<file path="src/rtl/ex_multdiv_pipe.sv">
// ex_multdiv_pipe: EX-stage back end. Merges the ALU, CSR and RV32M results into
// the EX->LSU pipeline register. Includes an iterative multiply/divide unit that
// stalls the front of the pipeline while it works.
// Optional build macro: MULDIV_FAST_MUL_EN (multiplies finish in one cycle).
module ex_multdiv_pipe #(
  parameter int XLEN      = 32,
  parameter int REGADDR_W = 5
) (
  input  logic                 clk,
  input  logic                 rst,
  input  logic                 in_valid_i,
  input  logic [XLEN-1:0]      alu_result_i,
  input  logic                 csr_wb_flag_i,
  input  logic [XLEN-1:0]      csr_rdata_i,
  input  logic                 multdiv_en_i,
  input  logic [2:0]           multdiv_op_i,
  input  logic [XLEN-1:0]      operand_a_i,
  input  logic [XLEN-1:0]      operand_b_i,
  input  logic [XLEN-1:0]      operand_imm_i,
  input  logic                 wb_flag_i,
  input  logic [REGADDR_W-1:0] wb_addr_i,
  input  logic                 load_flag_i,
  input  logic                 store_flag_i,
  input  logic [1:0]           lsu_type_i,
  input  logic                 lsu_signed_i,
  input  logic                 hold_i,
  input  logic                 flush_i,
  output logic                 multdiv_hold_o,
  output logic                 busy_o,
  output logic                 out_valid_o,
  output logic                 wb_flag_o,
  output logic                 load_flag_o,
  output logic                 store_flag_o,
  output logic                 lsu_signed_o,
  output logic [1:0]           lsu_type_o,
  output logic [REGADDR_W-1:0] wb_addr_o,
  output logic [XLEN-1:0]      operand_a_o,
  output logic [XLEN-1:0]      operand_b_o,
  output logic [XLEN-1:0]      operand_imm_o,
  output logic [XLEN-1:0]      wb_data_o
);

  localparam int CNT_W = $clog2(XLEN + 1);
  localparam logic [XLEN-1:0] SIGN_MIN = {1'b1, {(XLEN-1){1'b0}}};

  typedef enum logic [1:0] { IDLE, CALC, DONE } mdState_e;

  mdState_e          state_q, state_d;
  logic [CNT_W-1:0]  cnt_q, cnt_d;
  logic [2*XLEN-1:0] acc_q, acc_d;
  logic [XLEN-1:0]   mcand_q, mcand_d;
  logic [2:0]        op_q, op_d;
  logic              negQ_q, negQ_d;
  logic              negR_q, negR_d;
  logic              noCorr_q, noCorr_d;

  // Operand decode: magnitudes and signs of the incoming RV-M operands
  logic            isDivIn, aSignedIn, bSignedIn, aNeg, bNeg, divZero, divOvf, mdStart;
  logic [XLEN-1:0] aAbs, bAbs;

  assign isDivIn   = multdiv_op_i[2];
  assign aSignedIn = (multdiv_op_i == 3'd1) || (multdiv_op_i == 3'd2) ||
                     (multdiv_op_i == 3'd4) || (multdiv_op_i == 3'd6);
  assign bSignedIn = (multdiv_op_i == 3'd1) || (multdiv_op_i == 3'd4) ||
                     (multdiv_op_i == 3'd6);
  assign aNeg      = aSignedIn & operand_a_i[XLEN-1];
  assign bNeg      = bSignedIn & operand_b_i[XLEN-1];
  assign aAbs      = aNeg ? -operand_a_i : operand_a_i;
  assign bAbs      = bNeg ? -operand_b_i : operand_b_i;
  assign divZero   = isDivIn & (operand_b_i == '0);
  assign divOvf    = isDivIn & ~multdiv_op_i[0] & (operand_a_i == SIGN_MIN) & (&operand_b_i);
  assign mdStart   = in_valid_i & multdiv_en_i & ~flush_i & ~hold_i;

`ifdef MULDIV_FAST_MUL_EN
  logic signed [XLEN:0] fastA, fastB;
  logic [2*XLEN-1:0]    fastProd;
  assign fastA    = {aSignedIn & operand_a_i[XLEN-1], operand_a_i};
  assign fastB    = {bSignedIn & operand_b_i[XLEN-1], operand_b_i};
  assign fastProd = (2*XLEN)'(fastA) * (2*XLEN)'(fastB);
`endif

  // One iteration step: shift-add multiply (acc = {hi, multiplier}) and
  // restoring divide (acc = {remainder, dividend/quotient})
  logic [XLEN:0]     mulSum, divTrial;
  logic [2*XLEN-1:0] mulNext, divNext;

  assign mulSum   = {1'b0, acc_q[2*XLEN-1:XLEN]} + ({1'b0, mcand_q} & {(XLEN+1){acc_q[0]}});
  assign mulNext  = {mulSum, acc_q[XLEN-1:1]};
  assign divTrial = {acc_q[2*XLEN-1:XLEN], acc_q[XLEN-1]} - {1'b0, mcand_q};
  assign divNext  = divTrial[XLEN] ? {acc_q[2*XLEN-2:0], 1'b0}
                                   : {divTrial[XLEN-1:0], acc_q[XLEN-2:0], 1'b1};

  // Sign correction and half/quotient/remainder selection of the finished result
  logic [2*XLEN-1:0] prodFix;
  logic [XLEN-1:0]   quoFix, remFix, mdResult;

  always_comb begin
    prodFix = (negQ_q & ~noCorr_q) ? -acc_q : acc_q;
    quoFix  = acc_q[XLEN-1:0];
    remFix  = acc_q[2*XLEN-1:XLEN];
    if (!noCorr_q) begin
      if (negQ_q) quoFix = -acc_q[XLEN-1:0];
      if (negR_q) remFix = -acc_q[2*XLEN-1:XLEN];
    end
    case (op_q)
      3'd0:                mdResult = prodFix[XLEN-1:0];
      3'd1, 3'd2, 3'd3:    mdResult = prodFix[2*XLEN-1:XLEN];
      3'd4, 3'd5:          mdResult = quoFix;
      default:             mdResult = remFix;
    endcase
  end

  // Multiply/divide FSM next-state logic
  always_comb begin
    state_d  = state_q;
    cnt_d    = cnt_q;
    acc_d    = acc_q;
    mcand_d  = mcand_q;
    op_d     = op_q;
    negQ_d   = negQ_q;
    negR_d   = negR_q;
    noCorr_d = noCorr_q;
    case (state_q)
      IDLE: begin
        if (mdStart) begin
          op_d     = multdiv_op_i;
          cnt_d    = '0;
          acc_d    = {{XLEN{1'b0}}, aAbs};
          mcand_d  = bAbs;
          negQ_d   = aNeg ^ bNeg;
          negR_d   = aNeg;
          noCorr_d = 1'b0;
          state_d  = CALC;
          if (divZero) begin
            acc_d    = {operand_a_i, {XLEN{1'b1}}};
            noCorr_d = 1'b1;
            state_d  = DONE;
          end else if (divOvf) begin
            acc_d    = {{XLEN{1'b0}}, operand_a_i};
            noCorr_d = 1'b1;
            state_d  = DONE;
          end
`ifdef MULDIV_FAST_MUL_EN
          else if (!isDivIn) begin
            acc_d    = fastProd;
            noCorr_d = 1'b1;
            state_d  = DONE;
          end
`endif
        end
      end
      CALC: begin
        if (flush_i) begin
          state_d = IDLE;
        end else begin
          acc_d = op_q[2] ? divNext : mulNext;
          cnt_d = cnt_q + 1'b1;
          if (cnt_q == CNT_W'(XLEN - 1)) state_d = DONE;
        end
      end
      DONE: begin
        if (flush_i || !hold_i) state_d = IDLE;
      end
      default: state_d = IDLE;
    endcase
  end

  // Multiply/divide FSM state register
  always_ff @(posedge clk) begin
    if (rst) begin
      state_q  <= IDLE;
      cnt_q    <= '0;
      acc_q    <= '0;
      mcand_q  <= '0;
      op_q     <= '0;
      negQ_q   <= 1'b0;
      negR_q   <= 1'b0;
      noCorr_q <= 1'b0;
    end else begin
      state_q  <= state_d;
      cnt_q    <= cnt_d;
      acc_q    <= acc_d;
      mcand_q  <= mcand_d;
      op_q     <= op_d;
      negQ_q   <= negQ_d;
      negR_q   <= negR_d;
      noCorr_q <= noCorr_d;
    end
  end

  assign multdiv_hold_o = in_valid_i & multdiv_en_i & (state_q != DONE);
  assign busy_o         = (state_q != IDLE);

  logic [XLEN-1:0] wbDataIn;
  assign wbDataIn = csr_wb_flag_i ? csr_rdata_i : (multdiv_en_i ? mdResult : alu_result_i);

  logic                 outValid_q, wbFlag_q, loadFlag_q, storeFlag_q, lsuSigned_q;
  logic [1:0]           lsuType_q;
  logic [REGADDR_W-1:0] wbAddr_q;
  logic [XLEN-1:0]      opA_q, opB_q, opImm_q, wbData_q;

  // EX->LSU pipeline register: flush and RV-M bubbles kill the control bits only
  always_ff @(posedge clk) begin
    if (rst) begin
      outValid_q  <= 1'b0;
      wbFlag_q    <= 1'b0;
      loadFlag_q  <= 1'b0;
      storeFlag_q <= 1'b0;
      lsuSigned_q <= 1'b0;
      lsuType_q   <= '0;
      wbAddr_q    <= '0;
      opA_q       <= '0;
      opB_q       <= '0;
      opImm_q     <= '0;
      wbData_q    <= '0;
    end else if (flush_i || (!hold_i && multdiv_hold_o)) begin
      outValid_q  <= 1'b0;
      wbFlag_q    <= 1'b0;
      loadFlag_q  <= 1'b0;
      storeFlag_q <= 1'b0;
    end else if (!hold_i) begin
      outValid_q  <= in_valid_i;
      wbFlag_q    <= wb_flag_i;
      loadFlag_q  <= load_flag_i;
      storeFlag_q <= store_flag_i;
      lsuSigned_q <= lsu_signed_i;
      lsuType_q   <= lsu_type_i;
      wbAddr_q    <= wb_addr_i;
      opA_q       <= operand_a_i;
      opB_q       <= operand_b_i;
      opImm_q     <= operand_imm_i;
      wbData_q    <= wbDataIn;
    end
  end

  assign out_valid_o   = outValid_q;
  assign wb_flag_o     = wbFlag_q;
  assign load_flag_o   = loadFlag_q;
  assign store_flag_o  = storeFlag_q;
  assign lsu_signed_o  = lsuSigned_q;
  assign lsu_type_o    = lsuType_q;
  assign wb_addr_o     = wbAddr_q;
  assign operand_a_o   = opA_q;
  assign operand_b_o   = opB_q;
  assign operand_imm_o = opImm_q;
  assign wb_data_o     = wbData_q;

endmodule

</file>
<file path="config.mk">
export PLATFORM = sky130hd
export DESIGN_NAME = ex_multdiv_pipe
export DESIGN_NICKNAME = d
export VERILOG_FILES = /design/src/rtl/ex_multdiv_pipe.sv
export SDC_FILE = /design/constraint.sdc
export NUM_CORES = 1
export LEC_CHECK = 0
export BUFFER_PORTS_ARGS = -buffer_cell sky130_fd_sc_hd__buf_2
export CORE_ASPECT_RATIO = 1.2
export CORE_UTILIZATION = 55
export DETAILED_ROUTE_END_ITERATION = 8
export PLACE_DENSITY = 0.91
export SLEW_MARGIN = 0
export SYNTH_ARGS = -nofsm -noshare
export SYNTH_HDL_FRONTEND = slang
export SYNTH_SLANG_ARGS = --single-unit
</file>
<file path="constraint.sdc">
create_clock -name clk -period 10.78 [get_ports clk]
set_input_delay 0.539 -clock clk [delete_from_list [all_inputs] [get_ports clk]]
set_output_delay 0.539 -clock clk [all_outputs]
set_load 0.02 [all_outputs]
</file>
---- After elaboration in Yosys (flattened, before gate mapping) ----
Cells that the tools add are included.
operators by class
  equality and inequality tests ........... 18
  add/subtract/negate cells ............... 8
  bitwise logic cells ..................... 18
  multiplexer cells ....................... 29
  reduce and logical (&&, ||, !) cells .... 22
operators with widths
  operator                number
  $mux W64                6
  $mux W32                9
  $neg A32 Y32            4
  $pmux W64 S2            1
  $pmux W32 S3            1
  $neg A64 Y64            1
  $add A32 B33 Y33        1
  $and A32 B33 Y33        1
  $sub A33 B32 Y33        1
  $eq A32 B32 Y1 const B  1
  $logic_not A32 Y1       1
  $reduce_and A32 Y1      1
  $eq A3 B3 Y1 const B    4
  $mux W2                 6
  $mux W6                 2
  $pmux W6 S2             1
  $and A1 B1 Y1           11
  $eq A3 B2 Y1 const B    3
  $ne A2 B2 Y1 const B    4
  $logic_or A1 B1 Y1      7
  $add A6 B1 Y6 const B   1
  $eq A3 B1 Y1 const B    2
  $eq A6 B5 Y1 const B    1
  $pmux W2 S3             1
  other kinds (15)        24
word-level totals
  bits in registers ....................... 250
  output and inout bits ................... 142
  logic and storage cells ................. 114

---- Depth between registers and ports, before layout ----
  depth in word-level cells ............... 10
  depth in mapped cells ................... 15
  mapped depth without buffers ............ 13

---- Worst setup path before layout ----
No wires, ideal clock.
  path type ............................... reg2reg
  start ................................... register acc_q[0]
  end ..................................... register wbData_q[18] (netlist: wb_data_o[18])
  data arrival time ....................... 3.277 ns
  buffers on the path ..................... 2
  path slack .............................. 7.389 ns
  setup time .............................. 0.114 ns
  cell stages (with the launch flop) ...... 13
  cell sequence ........................... dfxtp_1 > inv_1 > clkbuf_1 > ha_1 > or3b_2 > nor4_2 > nand3_1 > or2_2 > clkbuf_1 > o41ai_1 > xnor2_1 > a211oi_1 > a2111oi_0
between the ends
  word-level cells in the longest chain between the ends .. 6
  elaborated cells between the ends (all ways) .. 8
  those cells by class .................... 2 x add/sub; 6 x mux
RTL lines
  item                        line  text
  from (decl)                 50    logic [2*XLEN-1:0] acc_q, acc_d;
  from (signal assigned)      173   acc_q <= '0;
  from (signal assigned)      182   acc_q <= acc_d;
  $neg A32 Y32                102   if (negQ_q) quoFix = -acc_q[XLEN-1:0];
  $mux W32                    102
  $mux W32                    101   if (!noCorr_q) begin
  $pmux W32 S3 (*)            105   case (op_q)
  $mux W32 (*) (2 in series)  195   assign wbDataIn = csr_wb_flag_i ? csr_rdata_i : (multdiv_en_i ? mdResult : alu_result_i);
  to (signal assigned)        232   wbData_q <= wbDataIn;
  to (decl)                   200   logic [XLEN-1:0] opA_q, opB_q, opImm_q, wbData_q;
Every way passes the cells marked *; elsewhere a longest branch is shown, timed or not.
A chain may end at the register's enable or synchronous reset.

---- Worst setup path in the final report ----
  start ................................... register acc_q[0]
  end ..................................... register acc_q[48]
between the ends
  word-level cells in the longest chain between the ends .. 5
RTL lines
  item              line  text
  $and A32 B33 Y33  87    assign mulSum = {1'b0, acc_q[2*XLEN-1:XLEN]} + ({1'b0, mcand_q} & {(XLEN+1){acc_q[0]}});
  $add A32 B33 Y33  87
  $mux W64          156   acc_d = op_q[2] ? divNext : mulNext;
  $mux W64          153   if (flush_i) begin
  $pmux W64 S2      123   case (state_q)
No other way between the ends. The select of a mux whose other input is x is not followed.

==> metrics.cfg <==
[clocking]
postCtsSetupBuffers = 0
htree_levels = 1
cts_buffers = 27
cts_tree = yes
cts_root_buffer = clkbuf_16
clk_path_buf_depth = 3
post_cts_resized = 0
holdBufCountCts = 0
path_clk_slew_ns = 0.07
cts_num_sinks = 250
clk-insertion-delay-late_ns = 0.58

[worst_setup_path]
r2r-end = acc_q[48]$_SDFFE_PP0P_
crit_path_max_incr_delay_ns = 0.80
worst_ep_arrival_time_ns = 5.02
reg2reg_depth = 13
r2r-start = acc_q[0]$_SDFFE_PP0P_
crit_path_end_kind = flop
rrSetupSlack_ns = 6.29
worstSetupStartpointType = flop
criticalPathCategory = flop to flop
crit_chain = inv_1 -> nor2_1 -> ha_1 -> a2111oi_0 -> a2111oi_0 -> o21a_1 -> o41ai_1 -> nand2b_1 -> o21ai_0 -> xor2_1 -> nor2_1 -> a21oi_1 -> a31o_2
worst-path-max-fanout = 32
required_ns = 11.30
slowest_stage = inv_1

[yosys]
synth_top_area_share = 0.2755
synthesis.nets = 2804
synth_edf_count = 0
async_reset_ff_frac = 0
synth_seq_cells = 250
synthesis.area_sq_um = 18160
yosys_warnings = 0
synth_top_cell_by_area = dfxtp_1
synthTopCellsByArea = dfxtp_1 28%, a21oi_1 8.5%, nand2_1 7.2%
yosysSeqAreaShare = 0.2755
synth_cells = 2551
synthDistinctLibCells = 75
syn_area_per_cell_sq_um = 7.120
ys.flop_type = dfxtp_1

[timing]
fin_ws_ns = 6.286
hold_slack_ns = 0.1929
fin_tns_setup_ns = 0
hold_viol = 0
setup_violations = 0
worst_pin_slew_ns = 1.114
slew_headroom = 0.2574
max_freq_ghz = 0.2225
clock_skew_ns = 0.01172
fin_crit_sh = 0.4169
slew_viol_final = 0
min_period_ns = 4.494
rsz0062_at_grt = false

[finish]
final_nets = 2984
antenna_cells = 0
drive_gt1_frac = 0.1555
nFillCells = 2788
areaGrowthSynthToFinish_pct = 14.23

[die]
core_area_sq_um = 32340
die_height_um = 201.1
rows = 72
die_w_um = 167.9
pin_count = 323
start_util = 0.5616
dieArea_sq_um = 33760

[drt]
drtIter0Drc = 2411
post-route-drc-count = 0
detail_route.wirelength_um = 70110
firstDrtPassIters = 6
vias = 20886
wire_per_inst_um = 22.19
ant_nets = 0
vias_per_cell = 6.612

[grt]
grt_pass1_wl_um = 107400
antenna_found_initial = 3
grt_max_degree = 106
grt_pass1_vias = 19663
grtUsageMet1 = 0.4546
grt.met3_usage = 0.09582
grt_use_met2 = 0.6531
gr-total-overflow = 0
grt.busiest_layer = met2
grt_use_total = 0.4025

[run]
timing.max_cap.violations = 0

[hold_path]
hold_class = input pin to flop
min_from = operand_imm_i[30]
hold_end = operand_imm_o[30]$_SDFFE_PP0P_
min_delay_path_depth = 3

[place]
place_hpwl_um = 50090
io_buffer_count = 322
dp_slack_ns = 6.456
gp_congestion = 1.068

[pwr]
p_leak_nw = 8.213
ir_drop_uv = 143.6
power_density_nw_per_um2 = 131.7

[run_status]
status = finished clean

[cells by family (layout without fill, tap and decap cells)]
logic type / count (synthesis) / after routing / synth area share
and+or+nand+nor: 935 / 935 / 0.2339
AOI/OAI and AO/OA: 802 / 802 / 0.2735
buffers and inverters: 268 / 469 / 0.05580
DFF: 250 / 250 / 0.2755
xor gates and xnor gates: 185 / 185 / 0.08921
adders and majority gates: 72 / 72 / 0.05042
muxes: 39 / 39 / 0.02163
[cell usage after synthesis, types with 7 or more instances]
master	n
a21oi_1	310
o221ai_1	22
o21ai_0	159
a211oi_1	78
or4_1	14
nand3_1	63
o21bai_1	9
ha_1	70
or3_1	26
o22ai_1	23
xor2_1	108
inv_1	69
nand4_1	23
a311oi_1	7
clkbuf_1	187
a31oi_1	19
o211ai_1	9
a221oi_1	16
nand2b_1	18
nor2_1	265
nand2_1	349
xnor2_1	77
o21a_1	12
mux2i_1	37
nor3b_1	8
o41ai_1	17
and3_1	11
a2111oi_0	29
nor2b_1	15
nor4_1	22
a21o_1	24
o31ai_1	29
nor3_1	83
dfxtp_1	250
buf_1	7
[metrics by stage]
step,instances,util,cell area [sq um],power [W]
after global placement,3109,0.6122,19800,0.001698
after floorplan,2551,-,18160,0.001479
final,3159,0.6416,20750,0.002732
after global routing,3159,0.6416,20750,0.002825
after detailed placement,3109,0.6122,19800,0.001713
after CTS,3159,0.6416,20750,0.002698
[routing by layer]
metal | routed length [um] | share of wire
met5 | 29 | 0.00041
met4 | 5866 | 0.084
met3 | 7887 | 0.11
met2 | 31700 | 0.45
met1 | 24630 | 0.35
[sequential cells by signal, indices dropped and copies added, names as in the netlist]
| signal | cells |
|---|---|
| out_valid_o | 1 |
| load_flag_o | 1 |
| operand_imm_o | 32 |
| lsu_signed_o | 1 |
| state_q | 2 |
| op_q | 3 |
| noCorr_q | 1 |
| negQ_q | 1 |
| wb_addr_o | 5 |
| wb_data_o | 32 |
| acc_q | 64 |
| cnt_q | 6 |
| negR_q | 1 |
| wb_flag_o | 1 |
| store_flag_o | 1 |
| lsu_type_o | 2 |
| operand_b_o | 32 |
| mcand_q | 32 |
| operand_a_o | 32 |
[layout make-up]
type	instances	area, sq um	area share
Multi-Input combinational cell	2033	12200	0.5880
Sequential cell	250	5006	0.2413
Timing Repair Buffer	349	1821	0.08774
Clock buffer	37	773.2	0.03727
Tap cell	407	509.2	0.02454
Inverter	70	262.8	0.01266
Clock inverter	13	176.4	0.008503
[layout by cell type, fill, tap and decap left out, types with 21 or more instances in the layout]
| cell type | count |
|---|---|
| a2111oi_0 | 29 |
| o221ai_1 | 21 |
| buf_2 | 321 |
| dfxtp_1 | 249 |
| o31ai_1 | 29 |
| nor3_1 | 81 |
| or3_1 | 25 |
| o21ai_0 | 159 |
| nand2_1 | 348 |
| nor2_1 | 263 |
| a21o_1 | 24 |
| a211oi_1 | 78 |
| xnor2_1 | 77 |
| a21oi_1 | 310 |
| mux2i_1 | 37 |
| ha_1 | 70 |
| nand4_1 | 23 |
| buf_4 | 27 |
| o22ai_1 | 23 |
| clkbuf_16 | 27 |
| nor4_1 | 21 |
| inv_1 | 69 |
| nand3_1 | 63 |
| xor2_1 | 108 |
[power breakdown]
part | internal [W] | switching (W)
clock network | 0.000581 | 0.000417
logic | 0.000240 | 0.000481
registers | 0.000963 | 0.0000492
total | 0.00179 | 0.000947
[worst max-delay path: cells and delay by family, from the launching register on]
family	cells	cell delay (ns)
compound gates	7	2.32
xor+xnor	1	0.14
fa+ha+maj	1	0.38
flops	1	0.38
buf+inv	1	0.80
simple gates	3	0.40
[worst max path at each step]
stage,start,end,slack (ns),depth (start not counted)
final,acc_q[0]$_SDFFE_PP0P_,acc_q[48]$_SDFFE_PP0P_,6.29,13
after global routing,acc_q[0]$_SDFFE_PP0P_,wb_data_o[20]$_SDFFE_PP0P_,6.01,11
after detailed placement,acc_q[0]$_SDFFE_PP0P_,wb_data_o[26]$_SDFFE_PP0P_,6.46,11
after global placement,acc_q[0]$_SDFFE_PP0P_,wb_data_o[14]$_SDFFE_PP0P_,6.54,12
after CTS,acc_q[0]$_SDFFE_PP0P_,wb_data_o[14]$_SDFFE_PP0P_,6.40,12
after floorplan,acc_q[0]$_SDFFE_PP0P_,wb_data_o[18]$_SDFFE_PP0P_,7.39,12
Note: power is estimated with default switching activity, not from simulation.
